### src/rtl/keypad_pkg.sv
// -----------------------------------------------------------------------------
// keypad_pkg
// Shared definitions for the matrix-keypad scan path: FSM state encoding,
// frame-result encoding and the active-low column strobe constants (the same
// 1110/1101/1011/0111 pattern the 7-segment digit enables use).
// -----------------------------------------------------------------------------
package keypad_pkg;

    localparam int KEY_W = 4;

    typedef enum logic [1:0] {
        ST_IDLE     = 2'd0,
        ST_DEBOUNCE = 2'd1,
        ST_PRESSED  = 2'd2,
        ST_RELEASE  = 2'd3
    } scan_state_t;

    typedef enum logic [1:0] {
        FR_NONE   = 2'd0,
        FR_SINGLE = 2'd1,
        FR_MULTI  = 2'd2
    } frame_kind_t;

    typedef struct packed {
        frame_kind_t        kind;
        logic [KEY_W-1:0]   code;   // {col[1:0], row[1:0]}, meaningful for FR_SINGLE
    } frame_t;

    localparam frame_t FRAME_CLEAR = '{kind: FR_NONE, code: '0};

    localparam logic [3:0] COL_STROBE_0 = 4'b1110;
    localparam logic [3:0] COL_STROBE_1 = 4'b1101;
    localparam logic [3:0] COL_STROBE_2 = 4'b1011;
    localparam logic [3:0] COL_STROBE_3 = 4'b0111;

    function automatic logic [3:0] col_strobe(input logic [1:0] col);
        logic [3:0] s;
        case (col)
            2'd0:    s = COL_STROBE_0;
            2'd1:    s = COL_STROBE_1;
            2'd2:    s = COL_STROBE_2;
            default: s = COL_STROBE_3;
        endcase
        return s;
    endfunction

    // Index of the single set bit; only called with a one-hot argument.
    function automatic logic [1:0] row_index(input logic [3:0] row_low);
        logic [1:0] idx;
        case (row_low)
            4'b0001: idx = 2'd0;
            4'b0010: idx = 2'd1;
            4'b0100: idx = 2'd2;
            default: idx = 2'd3;
        endcase
        return idx;
    endfunction

    // Fold one column sample into the running frame classification.
    // A second low bit anywhere in the frame, in the same or another sample,
    // makes the whole frame MULTI.
    function automatic frame_t frame_merge(input frame_t     acc,
                                           input logic [1:0] col,
                                           input logic [3:0] row_low);
        frame_t res;
        logic   one_hot;
        res     = acc;
        one_hot = ((row_low & (row_low - 4'd1)) == 4'd0);
        if (row_low != 4'd0) begin
            if (one_hot && acc.kind == FR_NONE) begin
                res.kind = FR_SINGLE;
                res.code = {col, row_index(row_low)};
            end else begin
                res.kind = FR_MULTI;
            end
        end
        return res;
    endfunction

endpackage

### src/rtl/sync_2ff.sv
// -----------------------------------------------------------------------------
// sync_2ff
// Two-flop synchronizer for the asynchronous active-low keypad rows. Resets to
// all-ones so an idle (pulled-up) keypad is seen during and after reset.
//   clk  : system clock
//   rst  : synchronous active-high reset
//   d    : asynchronous input bus
//   q    : synchronized output bus
// -----------------------------------------------------------------------------
module sync_2ff #(
    parameter int WIDTH = 4
) (
    input  logic             clk,
    input  logic             rst,
    input  logic [WIDTH-1:0] d,
    output logic [WIDTH-1:0] q
);

    logic [WIDTH-1:0] meta;

    // NOTE: sequential state uses non-blocking assignments so every flop
    // samples pre-edge values and the two stages form a real shift.
    always_ff @(posedge clk) begin
        if (rst) begin
            meta <= '1;
            q    <= '1;
        end else begin
            meta <= d;
            q    <= meta;
        end
    end

endmodule

### src/rtl/keypad_scan.sv
// -----------------------------------------------------------------------------
// keypad_scan
// 4x4 matrix-keypad scanner. Strobes one active-low column per SCAN_DIV
// cycles, samples the synchronized rows at the end of each column slot,
// classifies each 4-column frame, and debounces over DEBOUNCE_SCANS frames.
//   clk       : system clock
//   rst       : synchronous active-high reset
//   row_n     : keypad rows, asynchronous, active-low
//   col_n     : column strobe, active-low one-hot
//   key_code  : debounced {col, row} of the accepted key, held after release
//   key_valid : one-cycle pulse when a press is accepted
//   key_down  : high while the accepted key is held
// -----------------------------------------------------------------------------
module keypad_scan
    import keypad_pkg::*;
#(
    parameter int SCAN_DIV       = 50000,
    parameter int DEBOUNCE_SCANS = 4
) (
    input  logic             clk,
    input  logic             rst,
    input  logic [3:0]       row_n,
    output logic [3:0]       col_n,
    output logic [KEY_W-1:0] key_code,
    output logic             key_valid,
    output logic             key_down
);

    localparam int DIV_W = (SCAN_DIV > 1) ? $clog2(SCAN_DIV) : 1;
    localparam int CNT_W = $clog2(DEBOUNCE_SCANS + 1);

    localparam logic [DIV_W-1:0] DIV_LAST = DIV_W'(SCAN_DIV - 1);
    localparam logic [CNT_W-1:0] CNT_ONE  = CNT_W'(1);
    localparam logic [CNT_W-1:0] CNT_FULL = CNT_W'(DEBOUNCE_SCANS);

    // ---------------------------------------------------------------- rows
    logic [3:0] rows_s;

    sync_2ff #(.WIDTH(4)) u_row_sync (
        .clk (clk),
        .rst (rst),
        .d   (row_n),
        .q   (rows_s)
    );

    // ------------------------------------------------- divider and columns
    logic [DIV_W-1:0] div_q;
    logic [1:0]       col_q;
    logic             tc;
    logic             frame_done;
    frame_t           acc_q;
    frame_t           merged;

    assign tc         = (div_q == DIV_LAST);
    assign frame_done = tc && (col_q == 2'd3);
    // Includes the current column's sample, so at the column-3 TC this is the
    // complete frame result.
    assign merged     = frame_merge(acc_q, col_q, ~rows_s);

    always_ff @(posedge clk) begin
        if (rst) begin
            div_q <= '0;
            col_q <= 2'd0;
            col_n <= COL_STROBE_0;
            acc_q <= FRAME_CLEAR;
        end else if (tc) begin
            div_q <= '0;
            col_q <= col_q + 2'd1;
            // Registered strobe so the keypad lines never see decode glitches.
            col_n <= col_strobe(col_q + 2'd1);
            acc_q <= frame_done ? FRAME_CLEAR : merged;
        end else begin
            div_q <= div_q + DIV_W'(1);
        end
    end

    // ------------------------------------------------------------ debounce
    scan_state_t      state_q, state_d;
    logic [CNT_W-1:0] cnt_q, cnt_d, cnt_inc;
    logic [KEY_W-1:0] cand_q, cand_d;
    logic [KEY_W-1:0] code_d;
    logic             valid_d, down_d;

    assign cnt_inc = (cnt_q == CNT_FULL) ? cnt_q : cnt_q + CNT_W'(1);

    always_ff @(posedge clk) begin
        if (rst) begin
            state_q   <= ST_IDLE;
            cnt_q     <= '0;
            cand_q    <= '0;
            key_code  <= '0;
            key_valid <= 1'b0;
            key_down  <= 1'b0;
        end else begin
            state_q   <= state_d;
            cnt_q     <= cnt_d;
            cand_q    <= cand_d;
            key_code  <= code_d;
            key_valid <= valid_d;
            key_down  <= down_d;
        end
    end

    always_comb begin
        // NOTE: every output of this block gets a default first; a path that
        // left one unassigned would infer a latch.
        state_d = state_q;
        cnt_d   = cnt_q;
        cand_d  = cand_q;
        code_d  = key_code;
        valid_d = 1'b0;
        down_d  = key_down;

        if (frame_done) begin
            case (state_q)
                ST_IDLE: begin
                    if (merged.kind == FR_SINGLE) begin
                        cand_d = merged.code;
                        cnt_d  = CNT_ONE;
                        if (CNT_ONE == CNT_FULL) begin
                            code_d  = merged.code;
                            valid_d = 1'b1;
                            down_d  = 1'b1;
                            state_d = ST_PRESSED;
                        end else begin
                            state_d = ST_DEBOUNCE;
                        end
                    end
                end

                ST_DEBOUNCE: begin
                    if (merged.kind == FR_SINGLE && merged.code == cand_q) begin
                        cnt_d = cnt_inc;
                        if (cnt_inc == CNT_FULL) begin
                            code_d  = cand_q;
                            valid_d = 1'b1;
                            down_d  = 1'b1;
                            state_d = ST_PRESSED;
                        end
                    end else if (merged.kind == FR_SINGLE) begin
                        cand_d = merged.code;
                        cnt_d  = CNT_ONE;
                    end else begin
                        cnt_d   = '0;
                        state_d = ST_IDLE;
                    end
                end

                ST_PRESSED: begin
                    // Anything other than an empty frame keeps the key held;
                    // a second key never rolls over to a new code.
                    if (merged.kind == FR_NONE) begin
                        cnt_d = CNT_ONE;
                        if (CNT_ONE == CNT_FULL) begin
                            cnt_d   = '0;
                            down_d  = 1'b0;
                            state_d = ST_IDLE;
                        end else begin
                            state_d = ST_RELEASE;
                        end
                    end
                end

                ST_RELEASE: begin
                    if (merged.kind == FR_NONE) begin
                        cnt_d = cnt_inc;
                        if (cnt_inc == CNT_FULL) begin
                            cnt_d   = '0;
                            down_d  = 1'b0;
                            state_d = ST_IDLE;
                        end
                    end else begin
                        state_d = ST_PRESSED;
                    end
                end

                default: state_d = ST_IDLE;
            endcase
        end
    end

endmodule

### config.mk
export PLATFORM = sky130hd
export DESIGN_NAME = keypad_scan
export DESIGN_NICKNAME = d
export VERILOG_FILES = /design/src/rtl/keypad_pkg.sv /design/src/rtl/sync_2ff.sv /design/src/rtl/keypad_scan.sv
export SDC_FILE = /design/constraint.sdc
export NUM_CORES = 1
export LEC_CHECK = 0
export BUFFER_PORTS_ARGS = -buffer_cell sky130_fd_sc_hd__buf_2
export CAP_MARGIN = 20
export CORE_UTILIZATION = 50
export DETAILED_ROUTE_END_ITERATION = 8
export GPL_ROUTABILITY_DRIVEN = 1
export GPL_TIMING_DRIVEN = 0
export PLACE_DENSITY = 0.68
export SLEW_MARGIN = 20
export SYNTH_ARGS = -nofsm -noshare
export SYNTH_HDL_FRONTEND = slang
export SYNTH_SLANG_ARGS = --single-unit
### constraint.sdc
create_clock -name clk -period 3 [get_ports clk]
set_input_delay 0.15 -clock clk [delete_from_list [all_inputs] [get_ports clk]]
set_output_delay 0.15 -clock clk [all_outputs]
set_load 0.02 [all_outputs]
==> results.toml <==
[synthesis]
syn_inst = 300
yosysSeqAreaShare_pct = 39.2
synthArstFlopShare_pct = 0
synth_top_area_cell = "dfxtp_1"
synth_nets = 313
ys_types = 56
yosysMostFrequentCell = "dfxtp_1"
synth_common_cells = "51 x dfxtp_1, 36 x nor2_1, 31 x nand2_1, 17 x a21oi_1, 12 x xnor2_1"
ys_top_cells_by_area = "dfxtp_1 39%, nor2_1 5.2%, nand2_1 4.5%, xnor2_1 4.0%, ha_1 3.4%"
syn_area_per_cell_um2 = 8.67
synth_top_area_share_pct = 39.2
yosys_warnings = 0
ys_ff_latch = 51
ys.flop_type = "dfxtp_1"
synth_edf_count = 0
synth.cell_area_mm2 = 0.00260

[cells_and_area]
drive_gt1_share_pct = 13.7
area_delta_synth_final_pct = 11.0
nets = 334
antenna_cells = 0
fill_cells = 448
final-seq-area_mm2 = 0.00102
multiInputGateArea_mm2 = 0.00146

[global_route]
track_usage_pct = 21.3
grt_pass1_vias = 1980
grt_max_degree = 16
grt_pass1_wl_um = 9020
antenna_found_initial = 0
grt_overflow = 0

[cts]
cts_buffers = 5
cts.sinks = 51
clkSlewWorstSetupHoldPaths_ns = 0.09
ctsHoldBuffers = 0
cts_tree = "built"
cts_buffer_depth = 2
insertion_delay_ns = 0.30
clock-root-buffer = "clkbuf_8"
ctsHtreeMaxLevel = 2
postCtsSetupBuffers = 0
ctsResizeCount = 0

[pwr]
finalPower_mw = 1.33
peakVddDrop_uv = 253
leakage_nw = 1.12
powerDensity_mw_per_mm2 = 459

[critical_path]
crit_fanout = 6
worst-setup-path-type = "flip-flop to flip-flop"
start_kind = "flip-flop"
crit_path_end_kind = "flip-flop"
critPathRequiredTime_ns = 3.23
cp.arrival_ns = 2.85

[floorplan]
die_x_um = 74.1
io_pins = 16
die_area_mm2 = 0.00550
die_y_um = 74.1
core.rowCount = 25
core_area_mm2 = 0.00488
start_util_pct = 53.3

[placed_design]
gp_congestion = 0.814
hpwlAfterDp_um = 3750
pre_cts_ws_ns = 0.431
io_buffers = 14

[drt]
wire_per_inst_um = 13.5
drc = 0
ant_nets = 0
totalWireLength_um = 5260
drt_iter0_drc = 172
vias_per_cell = 5.53
vias = 2151
firstDrtPassIters = 4

[timing]
finalSetupViolCount = 0
fin_crit_ns = 2.62
fin_skew_ns = 0.00849
slew_headroom_pct = 57.5
worst_slack_ns = 0.382
fin_setup_tns_ns = 0
slew_violations = 0
hold_violations = 0
max_freq_mhz = 382
period_share_pct = 87.3
tightest_slew_ns = 0.633
grt_setup_unrepaired = "false"

[flow_run]
cap_violations = 0

[outcome]
status = "finished, final reports clean"

[worst_hold_path]
hold_path_class = "input pin to flip-flop"
[sequential cells by signal (all words and copies together), names as in the netlist]
signal,flops
div_q,16
acc_q,6
cand_q,4
col_n,4
key_code,4
u_row_sync.meta,4
u_row_sync.q,4
cnt_q,3
col_q,2
state_q,2
key_down,1
key_valid,1
[area by class of cell]
cell class	count	area share [%]
Inverter	12	1.56
Tap cell	67	2.90
Sequential cell	51	35.3
Timing Repair Buffer	14	2.43
Clock buffer	6	2.51
Clock inverter	2	2.08
Multi-Input combinational cell	222	50.6
Buffer	15	2.56
[metal layers]
layer | share of wire [%] | up-vias | global-route usage [%]
met5 | 0 | - | 0
met1 | 52 | 996 | 30.0
met3 | 3.2 | 9 | 4.20
met4 | 1.4 | 0 | 7.48
li1 | - | 1110 | -
met2 | 43 | 36 | 32.4
[worst max-delay path: stages, from the launching register on]
cell and delay [ns]:
dfxtp_1 0.41, inv_1 0.09, ha_1 0.24, or3b_2 0.47, a311oi_1 0.59, nand4_1 0.14
and4b_1 0.30, buf_6 0.13, mux2i_1 0.18
[per-stage QoR]
step | cells | cell area, um^2 | utilization [%] | hold WS (ns)
6_report | 389 | 2890 | 59.2 | 0.0235
5_1_grt | 389 | 2890 | 59.2 | 0.0128
4_1_cts | 389 | 2890 | 59.2 | 0.0109
3_5_place_dp | 381 | 2760 | 56.5 | 0.334
3_3_place_gp | 381 | 2760 | 56.5 | 0.332
2_1_floorplan | 300 | 2600 | - | 0.254
[final timing paths]
path | startpoint | to | slack, ns | depth (start not counted)
max | cnt_q[0] | key_code[0] | 0.38 | 8
min | row_n[3] | u_row_sync.meta[3] | 0.02 | 2
max reg2reg | cnt_q[0] | key_code[0] | 0.38 | 8
min reg2reg | u_row_sync.meta[3] | u_row_sync.q[3] | 0.41 | 1
[power breakdown]
group,switching (mW),internal [mW],total [mW],leakage [nW]
sequential,0.00538,0.685,0.690,0.413
clock,0.225,0.333,0.558,0.0654
combinational,0.0483,0.0310,0.0793,0.638
total,0.278,1.05,1.33,1.12
[cells in the final DEF (no fill, tap or decap), drive strengths merged, types with 4 or more instances in the layout]
cell type  count
or2           10
nand2b         4
clkbuf        17
mux2i          8
a22oi          4
nor2          36
a211oi         5
o21ai          7
a21oi         17
ha             7
nand4          8
o211ai         7
nand2         31
xor2           8
xnor2         12
dfxtp         51
nand4b         4
and3           6
nor3           5
buf           18
inv           11
nand3          5
[cell families after synthesis]
group           share of synthesized area (%)
flops                                    39.2
mux                                      3.08
simple gates                             25.9
compound gates                           17.2
xor+xnor                                 6.73
buf+inv                                  4.57
fa+ha+maj                                3.37
Note: power is estimated with default switching activity, not from simulation.
